File: config.mk
export PLATFORM = sky130hd
export DESIGN_NAME = scan_counter
export DESIGN_NICKNAME = d
export VERILOG_FILES = /design/src/rtl/scan_counter_pkg.sv /design/src/rtl/scan_counter_chk.sv /design/src/rtl/scan_counter_tick_prescaler.sv /design/src/rtl/scan_counter.sv
export SDC_FILE = /design/constraint.sdc
export NUM_CORES = 1
export LEC_CHECK = 0
export CAP_MARGIN = 20
export CORE_MARGIN = 4
export CORE_UTILIZATION = 30
export DETAILED_ROUTE_END_ITERATION = 7
export DONT_BUFFER_PORTS = 1
export MAX_ROUTING_LAYER = met4
export PLACE_DENSITY = 0.46
export SETUP_SLACK_MARGIN = 0.15
export SLEW_MARGIN = 20
export SYNTH_ARGS = -nofsm -noshare
export SYNTH_HDL_FRONTEND = slang
export SYNTH_SLANG_ARGS = --single-unit
File: constraint.sdc
create_clock -name CLK -period 3.6 [get_ports CLK]
set_clock_uncertainty 0.2 [all_clocks]
set_input_delay 0.72 -clock CLK [delete_from_list [all_inputs] [get_ports CLK]]
set_output_delay 0.72 -clock CLK [all_outputs]
set_load 0.01 [all_outputs]
File: src/rtl/scan_counter_pkg.sv
// Shared types and helpers for the display-scan counter: mode encoding and
// the prescaler width function.
package scan_pkg;

    typedef enum logic [1:0] {
        UP   = 2'b00,
        DOWN = 2'b01,
        HOLD = 2'b10,
        RSVD = 2'b11
    } scan_mode_t;

    // Bits needed to count 0..n-1, never less than one bit.
    function automatic int clog2_min1(input int n);
        int w;
        w = 1;
        while ((1 << w) < n) begin
            w = w + 1;
        end
        return w;
    endfunction

endpackage

File: src/rtl/scan_counter_chk.sv
// Elaboration-time legality checks for the scan counter parameters.
module scan_param_chk #(
    parameter int WIDTH   = 2,
    parameter int MODULUS = 4,
    parameter int DIV     = 1
) ();

    if ((MODULUS < 2) || (MODULUS > (1 << WIDTH))) begin : g_bad_modulus
        $error("scan_counter: MODULUS must lie in 2..2**WIDTH");
    end

    if (DIV < 1) begin : g_bad_div
        $error("scan_counter: DIV must be at least 1");
    end

endmodule

File: src/rtl/scan_counter_tick_prescaler.sv
// Divides enabled clock cycles by DIV and emits a combinational step on the
// last cycle of each period; clr restarts the period without a step.
module tick_prescaler
    import scan_pkg::*;
#(
    parameter int DIV = 100000
) (
    input  logic CLK,
    input  logic Reset,
    input  logic en,
    input  logic clr,
    output logic step
);

    localparam int              PW       = clog2_min1(DIV);
    localparam logic [PW-1:0]   PRE_LAST = PW'(DIV - 1);
    localparam logic [PW-1:0]   PRE_ONE  = PW'(1);

    logic [PW-1:0] pre_r;

    // Prescale phase register; frozen (not cleared) while en is low.
    always_ff @(posedge CLK) begin
        if (Reset) begin
            pre_r <= '0;
        end else if (clr) begin
            pre_r <= '0;
        end else if (en) begin
            if (pre_r == PRE_LAST) begin
                pre_r <= '0;
            end else begin
                pre_r <= pre_r + PRE_ONE;
            end
        end else begin
            pre_r <= pre_r;
        end
    end

    assign step = en && (pre_r == PRE_LAST);

endmodule

File: src/rtl/scan_counter.sv
// Parametrised display-scan counter: prescaled modulo-N up/down/hold count
// with load, one-hot digit select and single-cycle tick/wrap strobes.
module scan_counter
    import scan_pkg::*;
#(
    parameter int WIDTH          = 2,
    parameter int MODULUS        = 4,
    parameter int DIV            = 100000,
    parameter int SEL_ACTIVE_LOW = 1
) (
    input  logic               CLK,
    input  logic               Reset,
    input  logic               en,
    input  logic [1:0]         mode,
    input  logic               load,
    input  logic [WIDTH-1:0]   load_val,
    output logic [WIDTH-1:0]   counter,
    output logic [MODULUS-1:0] sel,
    output logic               tick,
    output logic               wrap
);

    localparam logic [WIDTH-1:0] CNT_MAX = WIDTH'(MODULUS - 1);
    localparam logic [WIDTH-1:0] CNT_ONE = WIDTH'(1);

    logic                step_s;
    logic [WIDTH-1:0]    counter_r;
    logic [WIDTH-1:0]    cnt_next_s;
    logic [WIDTH-1:0]    load_clamp_s;
    logic                wrap_next_s;
    logic                tick_r;
    logic                wrap_r;
    logic [MODULUS-1:0]  onehot_s;

    scan_param_chk #(
        .WIDTH   (WIDTH),
        .MODULUS (MODULUS),
        .DIV     (DIV)
    ) u_chk ();

    tick_prescaler #(
        .DIV (DIV)
    ) u_pre (
        .CLK   (CLK),
        .Reset (Reset),
        .en    (en),
        .clr   (load),
        .step  (step_s)
    );

    // Next count on a step; wrap uses explicit compares so the count never leaves 0..MODULUS-1.
    always_comb begin
        cnt_next_s  = counter_r;
        wrap_next_s = 1'b0;
        case (mode)
            UP: begin
                if (counter_r == CNT_MAX) begin
                    cnt_next_s  = '0;
                    wrap_next_s = 1'b1;
                end else begin
                    cnt_next_s  = counter_r + CNT_ONE;
                end
            end
            DOWN: begin
                if (counter_r == '0) begin
                    cnt_next_s  = CNT_MAX;
                    wrap_next_s = 1'b1;
                end else begin
                    cnt_next_s  = counter_r - CNT_ONE;
                end
            end
            HOLD: begin
                cnt_next_s = counter_r;
            end
            default: begin
                cnt_next_s = counter_r;
            end
        endcase
        load_clamp_s = (load_val > CNT_MAX) ? CNT_MAX : load_val;
    end

    // Count and strobe registers: reset beats load, load discards a coincident step.
    always_ff @(posedge CLK) begin
        if (Reset) begin
            counter_r <= '0;
            tick_r    <= 1'b0;
            wrap_r    <= 1'b0;
        end else if (load) begin
            counter_r <= load_clamp_s;
            tick_r    <= 1'b0;
            wrap_r    <= 1'b0;
        end else if (step_s) begin
            counter_r <= cnt_next_s;
            tick_r    <= 1'b1;
            wrap_r    <= wrap_next_s;
        end else begin
            counter_r <= counter_r;
            tick_r    <= 1'b0;
            wrap_r    <= 1'b0;
        end
    end

    // Digit select decode, inverted for active-low anodes.
    always_comb begin
        onehot_s = '0;
        for (int k = 0; k < MODULUS; k++) begin
            onehot_s[k] = (counter_r == WIDTH'(k));
        end
        if (SEL_ACTIVE_LOW != 0) begin
            sel = ~onehot_s;
        end else begin
            sel = onehot_s;
        end
    end

    assign counter = counter_r;
    assign tick    = tick_r;
    assign wrap    = wrap_r;

endmodule

==> results.cfg <==
[detailed_routing]
wl_met1_um = 1100
avgViaCountPerCell = 4.97
firstDrtPassIters = 4
remaining_drc_errors = 0
wl_met3_um = 61
final_antenna_net_count = 0
highest_layer = met4
drt_iter0_drc = 37
num_vias = 855
route.met2.wl_um = 1020
routedWlPerCell_um = 12.8
routed_wl_um = 2210

[cells_and_area]
fin_util_pct = 34.5
final_nets = 140
nFillCells = 383
area_growth_pct = 6.34
n_antenna_cell = 0
drive_gt1_share_pct = 6.35

[die]
ios = 16
core-area_mm2 = 0.00347
die_w_um = 69.2
initial_utilization_pct = 32.4
fp-row-count = 21
die_h_um = 69.2
die_area_mm2 = 0.00479

[yosys]
ys_top_cells_by_area = dfxtp_1 37%, ha_1 5.6%, xnor2_1 5.5%
synth_largest_area_cell = dfxtp_1
yosys_warnings = 0
yosysSeqAreaShare_pct = 37.4
synth_compound_area_share_pct = 8.23
synth_fa_ha_area_share_pct = 5.56
async_flop_share_pct = 0
synth_cell_types = 37
netlist_top_cells_count = 21 x dfxtp_1, 13 x nor2_1, 8 x inv_1
avgSynthCellArea_um2 = 8.86
synth_top_family_by_area = simple AND/OR/NAND/NOR gates
synth_edf_count = 0
synth_nets = 140
syn_inst = 127
synth_top_area_share_pct = 37.4
synth-xor-area-share_pct = 9.34
synthMuxAreaShare_pct = 4.00
synthFlopType = dfxtp_1
ys_ff_latch = 21
synth-simple-area-share_pct = 30.0
post-synth-top-count-cell = dfxtp_1
syn_area_mm2 = 0.00112

[power]
vdd_drop_max_mv = 0.143
power.density_mw_per_mm2 = 353
power.total_uw = 422
power_frac_comb_pct = 7.0
p_int_uw = 327
p_leak_nw = 0.384
clockPowerShare_pct = 36.1
p_switching_uw = 95.5
seqPwrFrac_pct = 56.8
switching_share_pct = 22.6

[clock_tree]
cts-root-buf = clkbuf_8
cts_tree = yes
path_clk_slew_ns = 0.07
cts_resized = 0
clk_latency_ns = 0.26
cts_setup_buffers = 0
htree_levels = 1
clk_path_buf_depth = 2
cts.sinks = 21
hold_buffers = 0
numCtsBuffers = 3

[sta]
fin_crit_sh_pct = 60.1
whs_ns = 0.292
setup_viol = 0
rsz0062_at_grt = no
maxSlewHeadroom_pct = 56.4
setup_tns_ns = 0
finalHoldViolCount = 0
drv_slew = 0
period_needed_ns = 2.16
worst_pin_slew_ns = 0.654
max_freq_mhz = 462

[worst_setup_path]
reg2reg_slack_ns = 1.44
required_ns = 3.52
critPathLaunchType = register
worstRegToRegCells = 5
crit_chain = ha_1 > and4_1 > nand3_4 > o21ai_2 > nor2_1
cpPeakStageDelay_ns = 0.54
crit_type = reg -> reg
crit_arrival_ns = 2.08
end_kind = register
slowest_stage = o21ai_2
cp_max_fo = 16

[global_routing]
grt_pass1_vias = 804
grt_max_degree = 17
overflow = 0
antenna_found_initial = 0
grt_pass1_wl_um = 3840
grt_use_total_pct = 10.1

[status]
status = finished clean

[placement]
io_buffers = 0
dp_hpwl_um = 1630
gp_congestion = 0.766

[job]
maxCapViolCount = 0

[hold_path]
hold_depth = 2
hold_path.class = reg -> reg
-- power groups by stage --
stage          clock network [mW]  registers (mW)  logic [mW]
5_1_grt                     0.172           0.240      0.0333
2_1_floorplan                   0           0.244      0.0266
6_report                    0.153           0.240      0.0297
3_5_place_dp                    0           0.245      0.0298
3_3_place_gp                    0           0.245      0.0290
4_1_cts                     0.159           0.240      0.0301
-- worst paths after layout --
path,to,startpoint
setup reg to reg,u_pre.pre_r[6]$_SDFFE_PP0P_,u_pre.pre_r[0]$_SDFFE_PP0P_
setup / recovery,u_pre.pre_r[6]$_SDFFE_PP0P_,u_pre.pre_r[0]$_SDFFE_PP0P_
hold / removal,u_pre.pre_r[16]$_SDFFE_PP0P_,u_pre.pre_r[16]$_SDFFE_PP0P_
hold reg to reg,u_pre.pre_r[16]$_SDFFE_PP0P_,u_pre.pre_r[16]$_SDFFE_PP0P_
-- metrics by stage --
step	worst slack (ns)	std cells	instance area [um^2]
finish	1.44	172	1200
global route	1.23	172	1200
CTS	1.40	172	1200
detailed placement	1.31	168	1150
global placement	1.39	168	1150
floorplan	1.62	127	1120
-- worst max-delay path: cells and delay by family, from the launching register on --
kind	cells	cell delay, ns
AOI/OAI and AO/OA	1	0.54
and+or+nand+nor	3	0.68
DFF	1	0.41
adders and majority gates	1	0.19
-- layout by cell type (no fill, tap or decap) --
master,synthesis,routed
and3_1,1,1
or3_1,4,4
nor4b_2,2,2
nand2_1,7,7
clkbuf_8,0,3
xor2_1,5,5
nor2b_1,1,1
or4_1,1,1
nand3_4,1,1
dfxtp_1,21,21
nand3_1,5,5
nor4_1,1,1
and4_1,3,3
nor4bb_1,1,1
nor3_1,4,4
mux2_4,1,1
ha_1,5,5
or2_1,2,2
o31ai_1,1,1
mux2i_1,3,3
inv_1,8,8
clkbuf_1,1,1
nand3b_1,1,1
a21oi_1,6,6
o21ai_0,4,4
and2_1,1,1
nand4_1,7,7
a221o_1,1,1
nor2_1,13,13
xnor2_1,7,7
o21ai_2,1,1
nand2b_1,2,2
o31a_1,1,1
o211ai_1,1,1
-- state kept, by name, indices dropped and copies added (netlist names) --
register     flops
u_pre.pre_r     17
counter          2
tick             1
wrap             1
-- kinds of logic (layout without fill, tap and decap cells) --
family | after synthesis | count (layout)
AO/OA/AOI/OAI | 15 | 15
XOR/XNOR | 12 | 12
adder cells (fa/ha/maj) | 5 | 5
buffers and inverters | 13 | 12
flip-flops | 21 | 21
multiplexers | 4 | 4
AND/OR/NAND/NOR | 57 | 57
-- layer usage --
metal,vias to the layer above,track usage [%]
met1,405,12.9
li1,442,-
met2,6,14.6
met4,0,5.21
met5,-,-
met3,2,2.61
-- layout make-up --
cell class | count | area, um^2 | share of cell area, %
multi-input cells | 93 | 643 | 53.8
flip-flops and latches | 21 | 420 | 35.1
well taps | 46 | 57.6 | 4.81
clock buffers | 4 | 45.0 | 3.77
inverters | 8 | 30.0 | 2.51
Power figures use the tool's default switching activity.
